===== config.mk =====
export PLATFORM = sky130hd
export DESIGN_NAME = fp_sqrt_controller_flat
export DESIGN_NICKNAME = d
export VERILOG_FILES = /design/src/rtl/fp_sqrt_pkg.sv /design/src/rtl/fp_sqrt_if.sv /design/src/rtl/exponent_handler.sv /design/src/rtl/sqrt_step.sv /design/src/rtl/fp_sqrt_controller.sv /design/src/flat_wrapper.sv
export SDC_FILE = /design/constraint.sdc
export NUM_CORES = 1
export LEC_CHECK = 0
export BUFFER_PORTS_ARGS = -buffer_cell sky130_fd_sc_hd__buf_2
export CORE_UTILIZATION = 62
export DETAILED_ROUTE_END_ITERATION = 6
export PLACE_DENSITY = 0.84
export SKIP_CTS_REPAIR_TIMING = 1
export SYNTH_ARGS = -nofsm -noshare
export SYNTH_HDL_FRONTEND = slang
export SYNTH_SLANG_ARGS = --single-unit

===== constraint.sdc =====
create_clock -name clk -period 4.2 [get_ports clk]
set_input_delay 0.21 -clock clk [delete_from_list [all_inputs] [get_ports clk]]
set_output_delay 0.21 -clock clk [all_outputs]
set_load 0.005 [all_outputs]

===== src/rtl/fp_sqrt_pkg.sv =====
// Shared types, constants and special-operand decode for the FP square-root sequencer.
// Operands use IEEE-754 layout; single precision occupies bits [31:0].
package fp_sqrt_pkg;

    typedef enum logic [2:0] {
        IDLE,
        SPECIAL,
        ITER,
        ROUND,
        DONE
    } state_t;

    localparam int OFFSET_SP = 63;
    localparam int OFFSET_DP = 511;
    localparam int ITERS_SP  = 26;
    localparam int ITERS_DP  = 55;

    localparam logic [63:0] QNAN_SP  = 64'h0000_0000_7FC0_0000;
    localparam logic [63:0] QNAN_DP  = 64'h7FF8_0000_0000_0000;
    localparam logic [63:0] QUIET_DP = 64'h0008_0000_0000_0000;
    localparam logic [31:0] QUIET_SP = 32'h0040_0000;

    // True when the operand bypasses the iterative datapath.
    function automatic logic is_special(input logic dp, input logic [63:0] op);
        if (dp) begin
            return (&op[62:52]) || (op[62:52] == 11'd0) || op[63];
        end
        return (&op[30:23]) || (op[30:23] == 8'd0) || op[31];
    endfunction

    // Returns {invalid, result}. Subnormals are flushed before the sign test,
    // so a negative subnormal yields -0 rather than an invalid NaN.
    function automatic logic [64:0] special_result(input logic dp, input logic [63:0] op);
        logic sign;
        logic exp_ones;
        logic exp_zero;
        logic frac_nz;
        if (dp) begin
            sign     = op[63];
            exp_ones = &op[62:52];
            exp_zero = (op[62:52] == 11'd0);
            frac_nz  = |op[51:0];
        end else begin
            sign     = op[31];
            exp_ones = &op[30:23];
            exp_zero = (op[30:23] == 8'd0);
            frac_nz  = |op[22:0];
        end
        if (exp_ones && frac_nz) begin
            return {1'b0, dp ? (op | QUIET_DP) : {32'd0, op[31:0] | QUIET_SP}};
        end else if (exp_zero) begin
            return {1'b0, dp ? {sign, 63'd0} : {32'd0, sign, 31'd0}};
        end else if (sign) begin
            return {1'b1, dp ? QNAN_DP : QNAN_SP};
        end
        // Only +inf remains here.
        return {1'b0, dp ? op : {32'd0, op[31:0]}};
    endfunction

endpackage


===== src/rtl/fp_sqrt_if.sv =====
// Issue/writeback handshake between the FPU issue logic and the square-root sequencer.
interface fp_sqrt_if;
    logic        start;
    logic        op_type;
    logic [63:0] operand;
    logic        busy;
    logic        done;
    logic [63:0] result;
    logic        invalid;

    modport master (
        output start, op_type, operand,
        input  busy, done, result, invalid
    );

    modport slave (
        input  start, op_type, operand,
        output busy, done, result, invalid
    );
endinterface


===== src/rtl/exponent_handler.sv =====
// Result exponent of a square root: halve the biased exponent and re-bias.
module exponent_handler
    import fp_sqrt_pkg::*;
#(
    parameter int EXP_W = 11
) (
    input  logic [EXP_W-1:0] in_exp,
    input  logic             dp,
    output logic [EXP_W-1:0] out_exp
);

    logic [EXP_W-1:0] offset;

    assign offset  = dp ? EXP_W'(OFFSET_DP) : EXP_W'(OFFSET_SP);
    assign out_exp = (in_exp >> 1) + offset + {{(EXP_W-1){1'b0}}, in_exp[0]};

endmodule


===== src/rtl/sqrt_step.sv =====
// One restoring square-root step: bring down a radicand bit pair, trial-subtract
// (4*root + 1), keep the difference if non-negative and emit that as the root bit.
module sqrt_step #(
    parameter int REM_W  = 58,
    parameter int ROOT_W = 54
) (
    input  logic [REM_W-3:0]  rem_in,
    input  logic [1:0]        pair,
    input  logic [ROOT_W-1:0] root_in,
    output logic [REM_W-1:0]  rem_out,
    output logic              root_bit
);

    logic [REM_W-1:0] rem_shift;
    logic [REM_W-1:0] trial;

    assign rem_shift = {rem_in, pair};
    assign trial     = {{(REM_W-ROOT_W-2){1'b0}}, root_in, 2'b01};
    assign root_bit  = (rem_shift >= trial);
    assign rem_out   = root_bit ? (rem_shift - trial) : rem_shift;

endmodule


===== src/rtl/fp_sqrt_controller.sv =====
// Multi-cycle FP square-root sequencer: special-operand bypass, one root bit per
// cycle through sqrt_step, then round-to-nearest-even into the IEEE result.
module fp_sqrt_controller
    import fp_sqrt_pkg::*;
#(
    parameter int EXP_W  = 11,
    parameter int FRAC_W = 52
) (
    input  logic     clk,
    input  logic     rst_n,
    fp_sqrt_if.slave bus
);

    localparam int ROOT_W = FRAC_W + 2;
    localparam int REM_W  = FRAC_W + 6;
    localparam int RAD_W  = 2 * (FRAC_W + 3);
    localparam int CNT_W  = $clog2(FRAC_W + 3);

    state_t             state_reg;
    logic               type_reg;
    logic [63:0]        operand_reg;
    logic [CNT_W-1:0]   cnt_reg;
    logic [RAD_W-1:0]   rad_reg;
    logic [REM_W-1:0]   rem_reg;
    logic [ROOT_W-1:0]  root_reg;
    logic               busy_reg;
    logic               done_reg;
    logic               invalid_reg;
    logic [63:0]        result_reg;

    // Radicand taken straight from the bus at acceptance. A single fraction is
    // left-aligned, so both precisions share one bit alignment and the single
    // root is simply the first 26 bits of the same recurrence.
    logic               acc_odd;
    logic [FRAC_W-1:0]  acc_frac;
    logic [RAD_W-1:0]   rad_init;

    assign acc_odd  = bus.op_type ? bus.operand[FRAC_W] : bus.operand[23];
    assign acc_frac = bus.op_type ? bus.operand[FRAC_W-1:0]
                                  : {bus.operand[22:0], {(FRAC_W-23){1'b0}}};
    assign rad_init = acc_odd ? {2'b01, acc_frac, {(RAD_W-FRAC_W-2){1'b0}}}
                              : {1'b1,  acc_frac, {(RAD_W-FRAC_W-1){1'b0}}};

    logic [EXP_W-1:0]   lat_exp;
    logic [EXP_W-1:0]   out_exp;

    assign lat_exp = type_reg ? operand_reg[FRAC_W +: EXP_W]
                              : {{(EXP_W-8){1'b0}}, operand_reg[30:23]};

    exponent_handler #(.EXP_W(EXP_W)) u_exp (
        .in_exp  (lat_exp),
        .dp      (type_reg),
        .out_exp (out_exp)
    );

    logic [REM_W-1:0]   step_rem;
    logic               step_bit;

    sqrt_step #(.REM_W(REM_W), .ROOT_W(ROOT_W)) u_step (
        .rem_in   (rem_reg[REM_W-3:0]),
        .pair     (rad_reg[RAD_W-1 -: 2]),
        .root_in  (root_reg),
        .rem_out  (step_rem),
        .root_bit (step_bit)
    );

    // The hidden bit shifts out of root_reg on the last double step; it is
    // implied by the result exponent. A mantissa carry ripples into the
    // exponent field and leaves the fraction zero.
    logic                    guard;
    logic                    sticky;
    logic                    round_up;
    logic [EXP_W+FRAC_W-1:0] word_dp;
    logic [30:0]             word_sp;
    logic [63:0]             norm_result;

    assign guard       = root_reg[1];
    assign sticky      = root_reg[0] | (|rem_reg);
    assign round_up    = guard & (sticky | root_reg[2]);
    assign word_dp     = {out_exp, root_reg[FRAC_W+1:2]}
                       + {{(EXP_W+FRAC_W-1){1'b0}}, round_up};
    assign word_sp     = {out_exp[7:0], root_reg[24:2]} + {30'd0, round_up};
    assign norm_result = type_reg ? {1'b0, word_dp} : {32'd0, 1'b0, word_sp};

    logic [64:0]        spec_word;
    logic [CNT_W-1:0]   last_iter;

    assign spec_word = special_result(type_reg, operand_reg);
    assign last_iter = type_reg ? CNT_W'(ITERS_DP - 1) : CNT_W'(ITERS_SP - 1);

    always_ff @(posedge clk or negedge rst_n) begin
        if (!rst_n) begin
            state_reg   <= IDLE;
            type_reg    <= 1'b0;
            operand_reg <= '0;
            cnt_reg     <= '0;
            rad_reg     <= '0;
            rem_reg     <= '0;
            root_reg    <= '0;
            busy_reg    <= 1'b0;
            done_reg    <= 1'b0;
            invalid_reg <= 1'b0;
            result_reg  <= '0;
        end else begin
            case (state_reg)
                IDLE: begin
                    if (bus.start) begin
                        type_reg    <= bus.op_type;
                        operand_reg <= bus.operand;
                        cnt_reg     <= '0;
                        rad_reg     <= rad_init;
                        rem_reg     <= '0;
                        root_reg    <= '0;
                        busy_reg    <= 1'b1;
                        state_reg   <= is_special(bus.op_type, bus.operand) ? SPECIAL : ITER;
                    end
                end
                SPECIAL: begin
                    invalid_reg <= spec_word[64];
                    result_reg  <= spec_word[63:0];
                    busy_reg    <= 1'b0;
                    done_reg    <= 1'b1;
                    state_reg   <= DONE;
                end
                ITER: begin
                    rad_reg  <= {rad_reg[RAD_W-3:0], 2'b00};
                    rem_reg  <= step_rem;
                    root_reg <= {root_reg[ROOT_W-2:0], step_bit};
                    cnt_reg  <= cnt_reg + 1'b1;
                    if (cnt_reg == last_iter) begin
                        state_reg <= ROUND;
                    end
                end
                ROUND: begin
                    invalid_reg <= 1'b0;
                    result_reg  <= norm_result;
                    busy_reg    <= 1'b0;
                    done_reg    <= 1'b1;
                    state_reg   <= DONE;
                end
                DONE: begin
                    done_reg  <= 1'b0;
                    state_reg <= IDLE;
                end
                default: begin
                    state_reg <= IDLE;
                end
            endcase
        end
    end

    assign bus.busy    = busy_reg;
    assign bus.done    = done_reg;
    assign bus.result  = result_reg;
    assign bus.invalid = invalid_reg;

endmodule


===== src/flat_wrapper.sv =====
// flat-port wrapper written by rule: the top's interface ports become plain ports
module fp_sqrt_controller_flat import fp_sqrt_pkg::*;
#(
    parameter int EXP_W  = 11,
    parameter int FRAC_W = 52
)
  (clk, rst_n, bus_start, bus_op_type, bus_operand, bus_busy, bus_done, bus_result, bus_invalid);
  fp_sqrt_if bus_i ();
  input  logic clk;
  input  logic rst_n;
  input wire logic [$bits(bus_i.start)-1:0] bus_start;
  input wire logic [$bits(bus_i.op_type)-1:0] bus_op_type;
  input wire logic [$bits(bus_i.operand)-1:0] bus_operand;
  output wire logic [$bits(bus_i.busy)-1:0] bus_busy;
  output wire logic [$bits(bus_i.done)-1:0] bus_done;
  output wire logic [$bits(bus_i.result)-1:0] bus_result;
  output wire logic [$bits(bus_i.invalid)-1:0] bus_invalid;
  assign bus_i.start = bus_start;
  assign bus_i.op_type = bus_op_type;
  assign bus_i.operand = bus_operand;
  assign bus_busy = bus_i.busy;
  assign bus_done = bus_i.done;
  assign bus_result = bus_i.result;
  assign bus_invalid = bus_i.invalid;
  fp_sqrt_controller #(.EXP_W(EXP_W), .FRAC_W(FRAC_W)) u_core (.clk(clk), .rst_n(rst_n), .bus(bus_i));
endmodule

==> impl_summary.txt <==
----------------------------------------------------
[Clock tree]
  Total clock buffers created by CTS ... 34
  Bufs on Longest Clock Path ... 3
  Cell at the root of the clock tree ... clkbuf_16
  TritonCTS clock tree ... done
  Clock transition at the registers of the reported paths ... 60 ps
  H-Tree Depth ... 2
  Number of sinks on the clock net ... 307
  Skew-Pair Late Insertion Delay ... roughly 550 ps

[Logic synthesis]
  Biggest area consumer among synthesized cells ... dfrtp_1
  Synth Flop Type ... dfrtp_1
  Largest cells by area after synthesis ... dfrtp_1, nand2_1, xnor2_1
  Share of synthesized cell area in and, or, nand and nor gates ... 0.195
  Area share of fa/ha/maj cells after synthesis ... 0.0404
  Top-area cell type share of the netlist area ... 0.407
  Compound-cell area share of the yosys netlist ... 0.198
  Count of different cell masters after synthesis ... 82
  Gate Count Post-Synth ... around 2200
  Mux cell area share after synthesis ... 0.0566
  EDFF count, synth ... 0
  Flops & latches, synth ... approximately 300
  Avg Synthesized Cell Area ... 8.65 um^2
  Synthesized Nets ... roughly 2300
  Xor/xnor cell area share of the yosys netlist ... 0.0589
  Share of async-settable or async-resettable flops after synthesis ... 1.00
  Yosys warnings ... 0
  Sequential cell area fraction in the yosys report ... 0.407
  Post-synth design cell area ... 0.0189 mm^2
  Largest family of logic cells by synthesized area ... compound AO/OA/AOI/OAI gates

[Global routing]
  Wire length of the first global-routing pass ... 91.9 mm
  Global route total overflow ... 0
  Vias in the first global route ... 16900
  Tot GR Track Use ... 0.376
  Maximum number of pins on one net before global-route repair ... 112
  Number of antenna violations at the first check in global routing ... 3

[Floorplan]
  Vertical die dimension ... 177 um
  Row cnt ... 63
  DIE AREA ... 0.0312 mm^2
  Ports placed on the boundary ... 135
  Initial core utilization ... 0.634
  Core area ... approximately 0.03 mm^2
  Chip width ... 177 um

[Routing]
  DR vias ... 18200
  Detailed Route Iter0 Violations ... 2130
  Number of vias per cell after detailed routing ... around 6.7
  Number of optimization iterations in the first detailed-route pass ... 7
  Routed length per instance ... roughly 23 um
  Remaining DRCs ... 1
  Remaining antenna violation count after routing ... 0
  Total Wirelength ... 61.9 mm

[Finish]
  Number of filler instances in the final layout ... 2218
  Storage cell area ... around 0.0077 mm^2
  Finished Layout Cells ... between 2000 and 3000
  Area grow syn2layout ... 13.5%
  Utilization after layout ... 0.719
  Share of layout cells above drive strength 1 ... 0.117
  Design area ... 0.0214 mm^2
  Multi-input gate area ... 0.0104 mm^2
  Most frequent standard cell in the layout excluding fill and tap cells ... nand2_1
  Final nets ... 2427
  Most frequent cells in the layout ... nand2_1, dfrtp_1, a21oi_1, nor2_1, buf_2

[Pwr]
  Total power density per cell area ... about 880 mW/mm^2
  Pleak ... 9.75 nW
  Max VDD drop ... 0.479 mV
  Pwr Total ... around 19 mW

[Place]
  Number of port buffers ... 134
  Number of placed instances with taps included ... 2603
  Half-perimeter wire length after detailed placement ... 41.8 mm
  Worst slack at placement ... ~620 ps
  Area of placed instances ... 0.0198 mm^2
  Placer Congestion ... around 0.94

[Timing]
  Sum of negative setup slack ... 0 ps
  Setup-failing EPs final ... 0
  Final hold violation count ... 4
  RSZ-0062 raised after global routing ... false
  Worst clock skew ... 33.0 ps
  Peak clock frequency supported by timing ... between 0.2 and 0.3 GHz
  Shortest clock period the worst path allows after layout ... 3670 ps
  Final worst hold slack ... -17.2 ps
  Period utilization ... 0.874
  Setup WS post-layout ... about 530 ps
  Fin. max-slew vios ... 0
  Worst Tran Pin Value ... ~1100 ps
  Relative slew margins ... 0.260

[Critical path]
  Maximum fanout along the worst path ... 23
  Worst reg2reg startpoint ... u_core.root_reg[17]
  Reg-to-Reg End ... u_core.rem_reg[18]
  Launching instance or port of the critical path ... u_core.root_reg[17]
  Setup Crit Path Kind ... flop to flop
  Startpoint kind of the worst setup timing path ... flop
  Arrival @ worst endpoint ... 4040 ps
  Register-to-register setup slack ... 530 ps
  Kind of end point of the critical path ... flop
  Worst-case reg-to-reg path depth ... 12
  Required arrival time at the worst endpoint ... 4570 ps

[Hold path]
  Worst hold path depth ... 3
  Hold Crit Start ... bus_operand[6]
  Hold WC Path Type ... input port to flop
  Worst min-delay path endpoint ... u_core.operand_reg[6]

[Run status]
  Violations in the final reports ... design-rule violations, negative hold slack
  Result of the run ... complete, but fails checks

[Job]
  Number of max-cap violations ... 0

----------------------------------------------------
logic make-up (layout without fill, tap and decap cells):
family	after synthesis	after routing
and+or+nand+nor	821	821
AOI/OAI and AO/OA	575	575
DFF	307	307
buffers and inverters	211	351
xor gates and xnor gates	127	127
muxes	80	80
adders and majority gates	61	61
other	0	2
power by group:
part	switching, mW	total [mW]	internal [mW]	leakage [nW]
Clock	1.30	3.07	1.77	0.552
Combinational	6.39	10.5	4.12	5.25
Sequential	1.27	5.38	4.10	3.95
Yosys cell counts, types with 47 or more instances:
library cell,number
nand2_1,432
nor2_1,142
a21oi_1,149
mux2i_1,55
dfrtp_1,307
o21ai_0,113
ha_1,61
o22ai_1,57
inv_1,75
nand4_1,47
xnor2_1,98
clkbuf_1,104
worst max-delay path by stage:
stage	slack [ps]	end	cells after the start
after detailed placement	620	u_core.rem_reg[18]	12
after global placement	670	u_core.rem_reg[18]	12
after floorplan	320	u_core.bus.result[60]	15
after global routing	290	u_core.bus.result[61]	11
after CTS	620	u_core.rem_reg[18]	12
final	530	u_core.rem_reg[18]	12
layer usage:
metal,part of all wire,track usage,vias up
met5,0.00021,0,-
met4,0.060,0.183,2
met3,0.093,0.0614,263
met2,0.46,0.600,1160
met1,0.38,0.498,8724
li1,-,-,8067
layout make-up:
class / instances / area share
clock buffer: 51 / 0.0459
inverter: 77 / 0.0135
tap: 390 / 0.0228
multi-input combinational: 1664 / 0.487
sequential: 307 / 0.358
antenna: 2 / 0.000233
clock inverter: 9 / 0.00636
timing repair buffer: 214 / 0.0661
worst max-delay path, stage by stage, from the launching register on:
cell	delay (ps)
dfrtp_1	400
inv_1	120
ha_1	430
a21oi_2	250
o21a_1	200
nand3_1	110
or3_1	350
a221o_1	450
a21oi_4	270
o21ai_4	170
buf_4	310
o21ai_0	310
o21ai_0	130
Power figures use the tool's default switching activity.
